$ cat src/rtl/i2s_pkg.sv
// Shared types and defaults for the I2S source arbiter slice.
// No logic; state encoding and parameter defaults only.
// Imported by the interface, the gain stage and the arbiter top.
package i2s_pkg;

  localparam int NUM_SRC_DEF   = 3;
  localparam int DATA_BITS_DEF = 24;
  localparam int FADE_LOG2_DEF = 6;

  // Arbiter FSM states: silent, ramping up, at unity, ramping down
  typedef enum logic [1:0] {
    ST_IDLE     = 2'd0,
    ST_FADE_IN  = 2'd1,
    ST_PLAY     = 2'd2,
    ST_FADE_OUT = 2'd3
  } arb_state_t;

endpackage

$ cat src/rtl/i2s_src_arbiter_if.sv
// Bundle of source requests/samples in and arbitrated sample/status out.
// Pure wiring; no latency of its own.
// No backpressure: samples are held levels, consumed once per frame.
interface i2s_src_arbiter_if #(
  parameter int NUM_SRC   = i2s_pkg::NUM_SRC_DEF,
  parameter int DATA_BITS = i2s_pkg::DATA_BITS_DEF,
  parameter int FADE_LOG2 = i2s_pkg::FADE_LOG2_DEF
);
  logic                           lrclk;
  logic [NUM_SRC-1:0]             req;
  logic [NUM_SRC*DATA_BITS-1:0]   src_data;
  logic                           mute;
  logic signed [DATA_BITS-1:0]    out_sample;
  logic [NUM_SRC-1:0]             grant;
  logic                           busy;
  logic [FADE_LOG2:0]             gain;

  // Source side: drives requests, samples, mute and word select
  modport master (
    output lrclk, req, src_data, mute,
    input  out_sample, grant, busy, gain
  );

  // Arbiter side
  modport slave (
    input  lrclk, req, src_data, mute,
    output out_sample, grant, busy, gain
  );
endinterface

$ cat src/rtl/i2s_fade_gain.sv
// Scales a signed sample by gain/2**FADE_LOG2 (floor), registered output.
// Latency: 1 clk_25m cycle from sample_i/gain_i to sample_o.
// No backpressure: recomputed every cycle.
module i2s_fade_gain #(
  parameter int DATA_BITS = i2s_pkg::DATA_BITS_DEF,
  parameter int FADE_LOG2 = i2s_pkg::FADE_LOG2_DEF
) (
  input  logic                        clk_25m,
  input  logic                        rst_n,
  input  logic signed [DATA_BITS-1:0] sample_i,
  input  logic [FADE_LOG2:0]          gain_i,
  output logic signed [DATA_BITS-1:0] sample_o
);
  // Product holds sample * (2**FADE_LOG2) plus a sign bit of headroom
  localparam int PW = DATA_BITS + FADE_LOG2 + 2;

  logic signed [PW-1:0] prod;
  logic signed [DATA_BITS-1:0] sample_q;

  // Full-width signed product; gain is treated as a non-negative value
  always_comb begin
    prod = PW'(sample_i) * PW'($signed({1'b0, gain_i}));
  end

  // Arithmetic shift floors toward -inf, then truncate to sample width
  always_ff @(posedge clk_25m or negedge rst_n) begin
    if (!rst_n) sample_q <= '0;
    else        sample_q <= DATA_BITS'(prod >>> FADE_LOG2);
  end

  assign sample_o = sample_q;
endmodule

$ cat src/rtl/i2s_src_arbiter.sv
// Fixed-priority source select for i2s_tx, switching with a gain ramp at frame starts.
// Latency: state/grant/gain change on the lrclk-fall tick; out_sample 1 cycle later.
// No backpressure: one decision per frame, sources present held samples.
module i2s_src_arbiter
  import i2s_pkg::*;
#(
  parameter int NUM_SRC   = NUM_SRC_DEF,
  parameter int DATA_BITS = DATA_BITS_DEF,
  parameter int FADE_LOG2 = FADE_LOG2_DEF
) (
  input logic               clk_25m,
  input logic               rst_n,
  i2s_src_arbiter_if.slave  bus
);
  localparam logic [FADE_LOG2:0] GAIN_ONE  = {{FADE_LOG2{1'b0}}, 1'b1};
  localparam logic [FADE_LOG2:0] GAIN_FULL = {1'b1, {FADE_LOG2{1'b0}}};

  arb_state_t                  state_q;
  logic [NUM_SRC-1:0]          grant_q;
  logic [FADE_LOG2:0]          gain_q;
  logic                        lrclk_q;   // lrclk delayed one cycle
  logic                        tick;
  logic [NUM_SRC-1:0]          win_oh;
  logic                        win_vld;
  logic signed [DATA_BITS-1:0] sel_data;
  logic signed [DATA_BITS-1:0] out_sample;

  // Left-slot start: lrclk falling edge
  assign tick = lrclk_q & ~bus.lrclk;

  // Lowest-index requester wins; mute suppresses every request
  always_comb begin
    win_oh  = '0;
    win_vld = 1'b0;
    for (int i = NUM_SRC - 1; i >= 0; i--) begin
      if (bus.req[i] && !bus.mute) begin
        win_oh    = '0;
        win_oh[i] = 1'b1;
        win_vld   = 1'b1;
      end
    end
  end

  // Owner's held sample; zero when nobody owns the path
  always_comb begin
    sel_data = '0;
    for (int i = 0; i < NUM_SRC; i++) begin
      if (grant_q[i]) sel_data = bus.src_data[i*DATA_BITS +: DATA_BITS];
    end
  end

  // Ownership/ramp FSM; advances only on frame ticks, fades always end at 0 before a handover
  always_ff @(posedge clk_25m or negedge rst_n) begin
    if (!rst_n) begin
      state_q <= ST_IDLE;
      grant_q <= '0;
      gain_q  <= '0;
      lrclk_q <= 1'b1;
    end else begin
      lrclk_q <= bus.lrclk;
      if (tick) begin
        case (state_q)
          ST_IDLE: begin
            if (win_vld) begin
              grant_q <= win_oh;
              gain_q  <= GAIN_ONE;
              state_q <= ST_FADE_IN;
            end
          end
          ST_FADE_IN: begin
            // Gain is held on the abort tick so the fade-out starts where the ramp stood
            if (win_oh != grant_q) begin
              state_q <= ST_FADE_OUT;
            end else begin
              gain_q <= gain_q + GAIN_ONE;
              if (gain_q + GAIN_ONE == GAIN_FULL) state_q <= ST_PLAY;
            end
          end
          ST_PLAY: begin
            if (win_oh != grant_q) begin
              gain_q  <= gain_q - GAIN_ONE;
              state_q <= ST_FADE_OUT;
            end
          end
          ST_FADE_OUT: begin
            if (gain_q != '0) begin
              gain_q <= gain_q - GAIN_ONE;
            end else if (win_vld) begin
              grant_q <= win_oh;
              gain_q  <= GAIN_ONE;
              state_q <= ST_FADE_IN;
            end else begin
              grant_q <= '0;
              state_q <= ST_IDLE;
            end
          end
          default: state_q <= ST_IDLE;
        endcase
      end
    end
  end

  i2s_fade_gain #(
    .DATA_BITS (DATA_BITS),
    .FADE_LOG2 (FADE_LOG2)
  ) u_fade_gain (
    .clk_25m  (clk_25m),
    .rst_n    (rst_n),
    .sample_i (sel_data),
    .gain_i   (gain_q),
    .sample_o (out_sample)
  );

  assign bus.out_sample = out_sample;
  assign bus.grant      = grant_q;
  assign bus.gain       = gain_q;
  assign bus.busy       = (state_q == ST_FADE_IN) || (state_q == ST_FADE_OUT);
endmodule

$ cat src/flat_wrapper.sv
// flat-port wrapper written by rule: the top's interface ports become plain ports
module i2s_src_arbiter_flat import i2s_pkg::*;
#(
  parameter int NUM_SRC   = NUM_SRC_DEF,
  parameter int DATA_BITS = DATA_BITS_DEF,
  parameter int FADE_LOG2 = FADE_LOG2_DEF
)
  (clk_25m, rst_n, bus_lrclk, bus_req, bus_src_data, bus_mute, bus_out_sample, bus_grant, bus_busy, bus_gain);
  i2s_src_arbiter_if #(.NUM_SRC(NUM_SRC), .DATA_BITS(DATA_BITS), .FADE_LOG2(FADE_LOG2)) bus_i ();
  input logic clk_25m;
  input logic rst_n;
  input wire logic [$bits(bus_i.lrclk)-1:0] bus_lrclk;
  input wire logic [$bits(bus_i.req)-1:0] bus_req;
  input wire logic [$bits(bus_i.src_data)-1:0] bus_src_data;
  input wire logic [$bits(bus_i.mute)-1:0] bus_mute;
  output wire logic [$bits(bus_i.out_sample)-1:0] bus_out_sample;
  output wire logic [$bits(bus_i.grant)-1:0] bus_grant;
  output wire logic [$bits(bus_i.busy)-1:0] bus_busy;
  output wire logic [$bits(bus_i.gain)-1:0] bus_gain;
  assign bus_i.lrclk = bus_lrclk;
  assign bus_i.req = bus_req;
  assign bus_i.src_data = bus_src_data;
  assign bus_i.mute = bus_mute;
  assign bus_out_sample = bus_i.out_sample;
  assign bus_grant = bus_i.grant;
  assign bus_busy = bus_i.busy;
  assign bus_gain = bus_i.gain;
  i2s_src_arbiter #(.NUM_SRC(NUM_SRC), .DATA_BITS(DATA_BITS), .FADE_LOG2(FADE_LOG2)) u_core (.clk_25m(clk_25m), .rst_n(rst_n), .bus(bus_i));
endmodule
$ cat config.mk
export PLATFORM = sky130hd
export DESIGN_NAME = i2s_src_arbiter_flat
export DESIGN_NICKNAME = d
export VERILOG_FILES = /design/src/rtl/i2s_pkg.sv /design/src/rtl/i2s_src_arbiter_if.sv /design/src/rtl/i2s_fade_gain.sv /design/src/rtl/i2s_src_arbiter.sv /design/src/flat_wrapper.sv
export SDC_FILE = /design/constraint.sdc
export NUM_CORES = 1
export LEC_CHECK = 0
export ABC_AREA = 1
export ABC_CLOCK_PERIOD_IN_PS = 4800
export CAP_MARGIN = 20
export CORE_MARGIN = 2
export CORE_UTILIZATION = 35
export DETAILED_ROUTE_END_ITERATION = 10
export GPL_TIMING_DRIVEN = 0
export PLACE_DENSITY_LB_ADDON = 0.2
export RECOVER_POWER = 50
export SLEW_MARGIN = 20
export SYNTH_ARGS = -nofsm -noshare
export SYNTH_HDL_FRONTEND = slang
export SYNTH_SLANG_ARGS = --single-unit
$ cat constraint.sdc
create_clock -name clk_25m -period 4.8 [get_ports clk_25m]
set_clock_uncertainty 0.2 [all_clocks]
set_input_delay 0.96 -clock clk_25m [delete_from_list [all_inputs] [get_ports clk_25m]]
set_output_delay 0.96 -clock clk_25m [all_outputs]
set_load 0.05 [all_outputs]
Word level (Yosys, flattened, before mapping)
Index checks and enable logic that the tools add are counted.
Cells by class
  mux-type cells: 25
  bitwise operators: 2
  multipliers: 1
  div/mod/pow operators: 0
  eq/ne operators: 10
  $lt $le $gt $ge: 0
  shift-type cells: 0
  reductions and logical operators: 11
  add/subtract/negate cells: 2
Operators by type and width (count)
  $mux 24: 3
  $mul 24x8->30: 1
  $mux 7: 4
  $pmux 7 s4: 1
  $mux 3: 6
  $mux 2: 5
  $pmux 2 s4: 1
  $add 7x1->7 const B: 1
  $eq 7x7->1 const B: 1
  $reduce_bool 7->1: 1
  $sub 7x1->7 const B: 1
  $pmux 3 s2: 1
  $reduce_and 5->1: 1
  $eq 2x2->1 const B: 2
  $mux 1: 4
  $ne 2x1->1 const B: 2
  $ne 2x2->1 const B: 2
  $reduce_and 4->1: 1
  $logic_and 1x1->1: 3
  $ne 3x1->1 const B: 1
  $ne 3x3->1: 1
  $reduce_and 3->1: 1
  $eq 2x1->1 const B: 1
  $logic_not 2->1: 1
  other kinds (5): 5
Storage, ports and cells
  bits in latches: 0
  input bits: 79
  word-level logic and storage cells: 56
  output and inout bits: 35
  memories: 0
  flip-flop bits (word level): 37
  ROM bits: 0
  memory bits (writable): 0

Logic depth before layout (Yosys ltp)
  word-level depth: 8
  mapped depth: 27
  mapped depth without buffers: 26

By module
A second synthesis with hierarchy kept.
Second synthesis, totals
  cell total of the unflattened synthesis: 1237
  area, all modules: 8595.7 µm²
By module, submodules not included
  i2s_fade_gain: cells an instance 964, area an instance 6886.6 µm², instances 1, sequential area each 600.6 µm²
  i2s_src_arbiter: cells an instance 273, area an instance 1709.1 µm², instances 1, sequential area each 326.6 µm²

Worst setup path before layout
No wires, ideal clock.
  path kind: register to register
  start: reg u_core.grant_q[1], in the netlist u_core.bus.grant[1]
  end: reg u_core.u_fade_gain.sample_q[23], in the netlist u_core.u_fade_gain.sample_o[23]
  arrival time: 5159 ps
  data required time: 4483 ps
  cell stages (with the launch flop): 24
  clock period less this slack: 5476 ps
  buffers on the path: 2
  library setup time: 117 ps
  setup slack: -676 ps
  cells stage by stage: dfrtp_1 > buf_6 > nor2_1 > buf_2 > a22oi_1 > nand2_1 > o21ai_1 > or2_2 > fa_1 > inv_1 > fa_1 > fa_1 > inv_1 > fa_1 > inv_1 > ha_1 > a21oi_1 > nor2_1 > nor2_1 > nor2_1 > a2111oi_0 > nand2_1 > nand2_1 > nand2_1
Between the ends
  cells in the longest elaborated chain, start to end: 3
Ends and longest elaborated chain
  start: declaration: RTL line i2s_src_arbiter.sv:19  | logic [NUM_SRC-1:0] grant_q;
  start signal: assignment: RTL line i2s_src_arbiter.sv:65  | grant_q <= win_oh;
  start signal: assignment: RTL line i2s_src_arbiter.sv:89  | grant_q <= win_oh;
  $mux 24 (2 in a row): RTL line i2s_src_arbiter.sv:48  | if (grant_q[i]) sel_data = bus.src_data[i*DATA_BITS +: DATA_BITS];
  $mul 24x8->30: RTL line i2s_fade_gain.sv:22  | prod = PW'(sample_i) * PW'($signed({1'b0, gain_i}));
  named net u_core.u_fade_gain.prod[29]: RTL line i2s_fade_gain.sv:17  | logic signed [PW-1:0] prod;
  end signal: assignment: RTL line i2s_fade_gain.sv:28  | else sample_q <= DATA_BITS'(prod >>> FADE_LOG2);
  end: declaration: RTL line i2s_fade_gain.sv:18  | logic signed [DATA_BITS-1:0] sample_q;
The timed path passes the listed nets, and every way through them passes these cells.
A chain may end at the register's enable or synchronous reset.

Worst setup path in the final report
  start: in bus_src_data[17]
  end: reg u_core.u_fade_gain.sample_q[22], in the netlist u_core.u_fade_gain.sample_o[22]
Between the ends
  cells in the longest elaborated chain, start to end: 4
Ends and longest elaborated chain
  start: declaration: RTL line flat_wrapper.sv:14  | input wire logic [$bits(bus_i.src_data)-1:0] bus_src_data;
  $mux 24 (3 in a row): RTL line i2s_src_arbiter.sv:48
  $mul 24x8->30: RTL line i2s_fade_gain.sv:22
  named net u_core.u_fade_gain.prod[28]: RTL line i2s_fade_gain.sv:17
The timed path passes the listed nets, and every way through them passes these cells.

==> impl_metrics.tcl <==
set metrics [dict create \
    cts_tree "yes" \
    hold_violations 0 \
    p_leak_nw 6.07 \
    synth_seq_area_share_pct 11.6 \
    min_from "u_core.state_q[1]" \
    slew_violations 0 \
    die_h_um 155 \
    violations "negative setup slack" \
    place_area_mm2 0.00998 \
    postRouteAntennaNets 0 \
    stdcell_area_mm2 0.0122 \
    synthesis.nets 1326 \
    min_period_over_period_pct 106 \
    fp-row-count 55 \
    seq_area_um2 931 \
    critPathSlowestCell "fa_2" \
    grt_usage_pct 22.7 \
    worstReg2RegStart "u_core.bus.grant[1]" \
    cp-end-kind "flop" \
    power_density_mw_per_mm2 674 \
    fin_crit_ps 5100 \
    insertion_delay_ps 310 \
    rsz0062_at_grt "yes" \
    slowest_delay_ps 580 \
    grt_overflow 0 \
    setup_viol 17 \
    routed_wl_mm 26.3 \
    netlist_area_mm2 0.00800 \
    fp.coreArea_mm2 0.0226 \
    placed_cells 1462 \
    yosys.area.top_type "fa_1" \
    syn_area_per_cell_um2 7.53 \
    yosys.area.top_type_share_pct 30.0 \
    portBuffers 113 \
    viasPerCell 5.02 \
    cts_made_buffers 5 \
    crit_top_cell "nand2_1" \
    cts_max_path_buffers 2 \
    clock_tree.root_cell "clkbuf_16" \
    die_w_um 155 \
    setup_ws_ps -296 \
    grt_start_max_net_pins 25 \
    peakVddDrop_mv 0.292 \
    fillers 2071 \
    start_kind "input pin" \
    dieArea_mm2 0.0241 \
    critPathLaunch "bus_src_data[17]" \
    drt-pass1-iter-count 5 \
    antenna_found_initial 0 \
    multi_input_area_mm2 0.00765 \
    clock.fmax_ghz 0.196 \
    outcome "finished, violations left" \
    initial_core_util_pct 35.5 \
    ys_seq_elements 37 \
    gp_congestion 0.917 \
    synth_cell_types 50 \
    dpl.hpwl_mm 20.0 \
    grt_pass1_vias 8377 \
    critPathKind "input pin to flop" \
    slew_headroom_pct 7.18 \
    htree_levels 2 \
    grt_pass1_wl_mm 42.8 \
    worstPathArrival_ps 5080 \
    crit_path_cell_trace "buf_6, a221o_1, o21ai_4, buf_12, nor2_4, fa_2, fa_2, fa_1, inv_1, fa_2, inv_2, ha_4, a21oi_4, o21ai_4, a21oi_2, nand2_1, a31oi_2, nand2_1, nand2_1, nand2_1" \
    cp_num_buf_inv 4 \
    clkSlewWorstSetupHoldPaths_ps 70 \
    ios 114 \
    synth_cells 1063 \
    setup_tns_ps -3020 \
    drive_above_1_share_pct 37.1 \
    drt_iter0_drc 437 \
    final_core_util_pct 54.1 \
    avgRoutedWirePerCell_um 16.6 \
    synthTopCellsByArea "fa_1, dfrtp_1, ha_1" \
    fin_cells 1584 \
    fin_nets 1561 \
    power_mw 8.24 \
    cp_max_fo 4 \
    crit_family "adder cells" \
    vias 7959 \
    max_cap_violations 0 \
    cts_num_sinks 37 \
    area_growth_syn_to_layout_pct 52.7 \
    worstHoldPathType "flop to flop" \
    drc 0 \
    yosysWarnings 0 \
    worstPathRequired_ps 4780 \
    tightest_slew_ps 1390 \
    cts_hold_buffers 0 \
    antenna_cells 0 \
]
[Yosys cell counts, drive strengths merged]
master   count
nand2      193
ha          64
fa         120
nand3       34
o21ai       56
dfrtp       36
o211ai       5
nor3b        1
o21a         2
o2bb2ai      1
or2          7
a211oi       1
xor2        27
nand4        3
a21o         2
a31oi        4
xnor2        3
inv        217
nor2       178
o221ai       2
clkbuf      18
and3         2
nor4         2
a221o        4
nor3        12
clkinv       2
a22oi       17
a21boi       1
buf         11
nand2b       1
a2111oi      1
o21bai       4
a21oi       31
dfstp        1
[cell type report]
type                    count  area share [%]
clock buffers               5            1.02
flip-flops and latches     37            7.62
well taps                 285            2.92
inverters                 219            6.88
plain buffers              27            1.73
clock inverters             3           0.358
repair buffers            230            16.9
multi-input cells         778            62.6
[state kept, by name (all words and copies together) (netlist names)]
name	cells
u_core.bus.gain	7
u_core.bus.grant	3
u_core.lrclk_q	1
u_core.state_q	2
u_core.u_fade_gain.sample_o	24
[logic make-up (layout without fill, tap and decap cells)]
logic type,count (synthesis),after routing,synth area share (%)
compound gates,131,131,9.88
xor+xnor,30,30,3.28
fa+ha+maj,184,184,40.0
buf+inv,248,484,12.1
flops,37,37,11.6
simple gates,433,433,23.1
[per-stage QoR]
step                      hold WS, ps  worst slack, ps
after floorplan                   309            -94.2
after detailed placement          352            -1050
after global placement            340            -1090
after global routing              402             -476
final                             363             -296
after CTS                         370             -236
[cell usage in the layout (no fill, tap or decap), drive strengths merged, types with 2 or more instances in the layout]
cell / n
nand2: 193
clkbuf: 25
nor2: 178
a31oi: 4
o21bai: 4
xnor2: 3
or2: 7
o211ai: 5
buf: 143
o21ai: 56
clkinv: 3
inv: 218
ha: 64
dlygate4sd3: 7
nor4: 2
a22oi: 17
fa: 120
clkdlybuf4s15: 15
a21oi: 31
a221o: 4
dfrtp: 36
nor3: 12
xor2: 27
clkdlybuf4s50: 36
a21o: 2
nand3: 34
and3: 2
nand4: 3
o221ai: 2
dlygate4sd2: 36
o21a: 2
[worst register-to-register path, stage by stage (launching register included)]
cell	delay [ps]
dfrtp_2	450
buf_4	210
a221o_1	400
o21ai_4	120
buf_12	150
nor2_4	40
fa_2	580
fa_2	460
fa_1	540
inv_1	50
fa_2	520
inv_2	40
ha_4	270
a21oi_4	210
o21ai_4	90
a21oi_2	120
nand2_1	80
a31oi_2	210
nand2_1	70
nand2_1	60
nand2_1	60
[repair_timing]
item                                    in CTS  in global routing
buffers inserted                           101                 17
gates resized for setup                    397                 83
endpoints found under the setup margin      22                 22
gates cloned                                 1                  0
pin swaps                                  215                 98
hold endpoints to repair                     0                  0
[final timing paths]
| path | endpoint | slack (ps) | cells after the start |
|---|---|---|---|
| max | u_core.u_fade_gain.sample_o[22] | -300 | 20 |
| min | u_core.state_q[1] | 360 | 2 |
| max reg2reg | u_core.u_fade_gain.sample_o[22] | -270 | 20 |
| min reg2reg | u_core.state_q[1] | 360 | 2 |
| max in group asynchronous | u_core.u_fade_gain.sample_o[10] | 1970 | 2 |
| min in group asynchronous | u_core.bus.grant[1] | 600 | 1 |
[metal layers]
layer	up-vias	part of all wire (%)	global-route usage, %
li1	3731	-	-
met1	3999	41	28.0
met2	182	53	41.2
met3	47	3.7	2.34
met4	0	3.0	8.17
met5	-	0	0
[power breakdown]
part           internal [mW]  switching, mW
Clock                  0.247          0.175
Sequential             0.450         0.0685
Combinational           3.07           4.23
Total                   3.77           4.47
Power figures use the tool's default switching activity.
==> RTL edit 1, RTL diff (same settings) <==
`FADE_LOG2_DEF`: 6 -> 5.
--- a/src/rtl/i2s_pkg.sv
+++ b/src/rtl/i2s_pkg.sv
@@ -5,7 +5,7 @@
 
   localparam int NUM_SRC_DEF   = 3;
   localparam int DATA_BITS_DEF = 24;
-  localparam int FADE_LOG2_DEF = 6;
+  localparam int FADE_LOG2_DEF = 5;
 
   // Arbiter FSM states: silent, ramping up, at unity, ramping down
   typedef enum logic [1:0] {
Interface: changed (resized bus_gain); port bits go from 114 to 113. No check against the original RTL was run, so the function may have changed too.
==> RTL edit 1 against the unedited design <==
The flow still finishes with violations (setup timing). Wire length fell by 5.2%. Fmax rose by 3.9%. Worst setup slack improved by 0.19 ns. Total power fell by 7.0%. Core utilization rose by 5.7 points. Final area fell by 3.8%. Sequential cell count fell by 1. Area after synthesis fell by 12%. Via count fell by 6.5%. Die area fell by 11%. Critical path type unchanged. Critical endpoint unchanged.
==> RTL edit 1: results <==
logic_synthesis:
  synth-xor-area-share: 0.04089
  syn_nets: 1184
  synth-seq-area-share: 0.1276
  ys_types: 45
  synth_area_per_cell_sq_um: 7.448
  synth_common_cells: "nor2_1, inv_1, nand2_1, fa_1, ha_1"
  synth_fa_ha_area_frac: 0.3749
timing:
  finalSetupViolCount: 15
  hold_ws_ns: 0.4088
  worst_slack_ns: -0.1046
  worstMarginPinSlew_ns: 1.292
route:
  wl_met3_mm: 1.063
  routedWlPerCell_um: 16.87
  initialDrtViolationCount: 321
  avgViaCountPerCell: 5.031
  wl_met2_mm: 13.23
  met1_length_mm: 9.825
layout:
  drive_gt1_frac: 0.4955
  nets: 1447
  n_fill_cell: 1710
status:
  violations: "setup timing"
  status: "finished, violations left"
setup_path:
  crit_fanout: 5
  cpMaxStageDelayCell: "fa_1"
  worstPathArrival_ns: 4.90
power_and_ir_drop:
  p_leak_uw: 0.005627
  irDropWorstVdd_v: 0.0004126
  switching_power_uw: 4023
grt:
  track_usage: 0.2281
  antenna_found_initial: 1
  grt_pass1_vias: 7793
  grt_pass1_wl_mm: 38.82
placement:
  dp.final_hpwl_mm: 17.94
  pre_cts_ws_ns: -1.062
  gp_congestion: 0.8767
==> RTL edit 1: area by class of cell <==
type	instances	area (sq um)	area share
multi-input cells	724	7288	0.6198
repair buffers	258	2210	0.1879
flip-flops and latches	36	905.9	0.07704
inverters	161	631.9	0.05373
well taps	265	331.6	0.02820
plain buffers	26	245.2	0.02086
clock buffers	5	125.1	0.01064
clock inverters	3	18.77	0.001596
diodes	1	2.502	0.0002128
==> RTL edit 1: worst paths after layout <==
| path | from | to |
|---|---|---|
| min in group asynchronous | rst_n | u_core.bus.grant[1] |
| max reg2reg | u_core.bus.grant[1] | u_core.u_fade_gain.sample_o[22] |
| min reg2reg | u_core.bus.gain[1] | u_core.bus.gain[1] |
| max in group asynchronous | rst_n | u_core.u_fade_gain.sample_o[2] |
| max | bus_src_data[37] | u_core.u_fade_gain.sample_o[22] |
| min | u_core.bus.gain[1] | u_core.bus.gain[1] |
==> RTL edit 1: cells by family (layout without fill, tap and decap cells) <==
kind of cell	count (synthesis)	count (layout)
flip-flops	36	36
other	0	1
XOR/XNOR	33	33
AO/OA/AOI/OAI	132	132
AND/OR/NAND/NOR	403	403
adder cells (fa/ha/maj)	156	156
buffers and inverters	189	453
==> RTL edit 1: critical path, delay by kind of cell <==
| kind | cells | cell delay, ns |
|---|---|---|
| buffers and inverters | 5 | 0.40 |
| AOI/OAI and AO/OA | 6 | 0.93 |
| adders and majority gates | 5 | 2.36 |
| and+or+nand+nor | 4 | 0.25 |
==> RTL edit 1: stage by stage <==
stage | instance area, sq um | util | total power, uW | setup TNS (ns)
final | 11760 | 0.5983 | 7664 | -0.8119
after global routing | 11760 | 0.5983 | 8211 | -3.841
after CTS | 10740 | 0.5465 | 6618 | -0.9884
after detailed placement | 8748 | 0.4451 | 4578 | -21.06
after global placement | 8733 | 0.4444 | 4578 | -21.21
after floorplan | 7281 | - | 3413 | -0.07181
==> RTL edit 1: power groups by stage <==
stage	combinational, uW	sequential, uW	clock (uW)
floorplan	2580	837	0
global route	7320	536	361
detailed placement	4070	509	0
global placement	4070	511	0
CTS	5750	516	349
finish	6800	519	344
==> RTL edit 1: metal layers <==
| metal | up-vias | GRT usage |
|---|---|---|
| li1 | 3482 | - |
| met1 | 3696 | 0.2734 |
| met2 | 199 | 0.4184 |
| met3 | 64 | 0.03281 |
| met4 | 0 | 0.07670 |
| met5 | - | 0 |
==> RTL edit 1: repair_timing <==
| item | 4_1_cts | 5_1_grt |
|---|---|---|
| setup buffers | 91 | 54 |
| gates resized for setup | 463 | 214 |
| setup endpoints to repair | 23 | 22 |
| pin swaps | 251 | 177 |
| gates cloned | 0 | 2 |
==> RTL edit 2, RTL diff (same settings) <==
Without the edit above. The 4 states of `arb_state_t` get a one-hot encoding in 4 bits.
--- a/src/rtl/i2s_pkg.sv
+++ b/src/rtl/i2s_pkg.sv
@@ -8,11 +8,11 @@
   localparam int FADE_LOG2_DEF = 6;
 
   // Arbiter FSM states: silent, ramping up, at unity, ramping down
-  typedef enum logic [1:0] {
-    ST_IDLE     = 2'd0,
-    ST_FADE_IN  = 2'd1,
-    ST_PLAY     = 2'd2,
-    ST_FADE_OUT = 2'd3
+  typedef enum logic [3:0] {
+    ST_IDLE     = 4'b0001,
+    ST_FADE_IN  = 4'b0010,
+    ST_PLAY     = 4'b0100,
+    ST_FADE_OUT = 4'b1000
   } arb_state_t;
 
 endpackage
Formal check against the unedited RTL: no difference found for any inputs over 10 cycles, from zero or initial values and one cycle with rst_n low; not proved beyond that.
==> RTL edit 2 against the unedited design <==
The run still ends with setup timing left. Area after synthesis is 1.8% higher. Wire length up 3.8%. First-iteration DRC count down 13%. Via count up 0.97%. Sequential cell count grew 2. Worst setup slack worse by 0.10 ns. Total power down 9.7%. Sequential share of layout area is 0.24 points higher. Final area rose by 2.4%.
==> RTL edit 2: results <==
setup_path:
  endpoint: "u_core.u_fade_gain.sample_o[15]"
  crit_path_start: "bus_src_data[40]"
  cpMaxStageDelayCell: "fa_1"
  reg2reg_depth: 24
  r2r_slack_ns: -0.36
  crit_family: "adder cells"
  cp_slowest_stage_delay_ns: 0.51
  crit_fanout: 5
  r2r_start: "u_core.bus.grant[1]"
  worstPathArrival_ns: 5.22
logic_synthesis:
  synth_compound_area_frac: 0.09985
  syn_nets: 1340
  synth_fa_ha_area_frac: 0.3856
  ys_types: 51
  synth_common_cells: "inv_1, nor2_1, nand2_1, fa_1, ha_1"
  synth-xor-area-share: 0.03118
  yosysWarningCount: 0
  synth-seq-area-share: 0.1201
  synth_area_leaders: "fa_1, dfrtp_1, inv_1, ha_1, nor2_1"
  synth_area_per_cell_sq_um: 7.528
route:
  routedWlPerCell_um: 16.85
  via_count: 8036
  dr.pass1.iters: 5
  initialDrtViolationCount: 379
grt:
  track_usage: 0.2289
  grt_max_degree: 25
  antenna_found_initial: 0
  grt_pass1_wl_mm: 43.46
  grt_pass1_vias: 8505
placement:
  pre_cts_ws_ns: -1.197
  post-place-cells: 1481
  gp_congestion: 0.8691
  dp.final_hpwl_mm: 20.38
  portBuffers: 113
  place_area_sq_um: 10030
min_path:
  worstHoldPathCells: 2
  hold_class: "reg -> reg"
clocking:
  clk_latency_ns: 0.31
  root_buffer: "clkbuf_16"
  clock_path_buffers: 2
  cts-buffers-inserted: 5
  clk_transition_reported_paths_ns: 0.08
  htree_num_levels: 2
  cts_tree: "yes"
  post_cts_resized: 410
  postCtsSetupRepairBufs: 100
status:
  violations: "setup timing"
  status: "finished, violations left"
timing:
  finalSetupViolCount: 20
  relSlewSlack: 0.07884
  tns_ns: -4.439
  worst_slack_ns: -0.3986
layout:
  drive_gt1_frac: 0.4004
  diodes: 0
  final_cells: 1621
  n_fill_cell: 2090
power_and_ir_drop:
  irDropWorstVdd_v: 0.0002770
  p_leak_uw: 0.006104
flow_run:
  max_cap_viol_count: 0
[RTL edit 2: cell types whose count changed in the layout (fill, tap and decap cells not counted), moves of 6 or more]
| cell | unedited run | this run |
|---|---|---|
| nand2_2 | 45 | 51 |
| a21oi_4 | 13 | 5 |
| buf_4 | 84 | 105 |
| o21ai_0 | 5 | 17 |
| a31oi_4 | 2 | 8 |
| o21ai_1 | 18 | 8 |
| fa_1 | 108 | 102 |
| ha_1 | 41 | 35 |
| inv_2 | 53 | 59 |
| fa_2 | 12 | 18 |
| nand4_1 | 3 | 9 |
[RTL edit 2: power by group]
group | switching (uW) | total [uW] | leakage [uW] | internal (uW)
combinational | 3750 | 6490 | 0.00551 | 2750
clock | 172 | 418 | 0.0000838 | 246
sequential | 84.7 | 530 | 0.000513 | 445
[RTL edit 2: worst min path at each step]
stage                                   start                   to  slack, ns
after global placement    u_core.bus.grant[0]  u_core.bus.grant[0]       0.34
after detailed placement    u_core.state_q[0]    u_core.state_q[0]       0.34
after floorplan             u_core.state_q[0]    u_core.state_q[0]       0.33
after global routing        u_core.state_q[0]    u_core.state_q[0]       0.38
final                       u_core.state_q[0]    u_core.state_q[0]       0.35
after CTS                   u_core.state_q[0]    u_core.state_q[0]       0.36
[RTL edit 2: final cells by class]
cell class                      count  area (sq um)  share of cell area
Inverter                          232         890.9             0.07121
Buffer                             26         229.0             0.01830
Multi-Input combinational cell    782          7715              0.6167
Sequential cell                    39         983.4             0.07861
Clock inverter                      3         43.79            0.003500
Timing Repair Buffer              249          2167              0.1732
Clock buffer                        5         125.1             0.01000
Tap cell                          285         356.6             0.02850
[RTL edit 2: routing by layer]
metal  vias up  share of wire  global-route usage
li1       3829              -                   -
met1      4001           0.41              0.2867
met2       170           0.52              0.4168
met3        36          0.036             0.02326
met4         0          0.027             0.06640
met5         -              0                   0
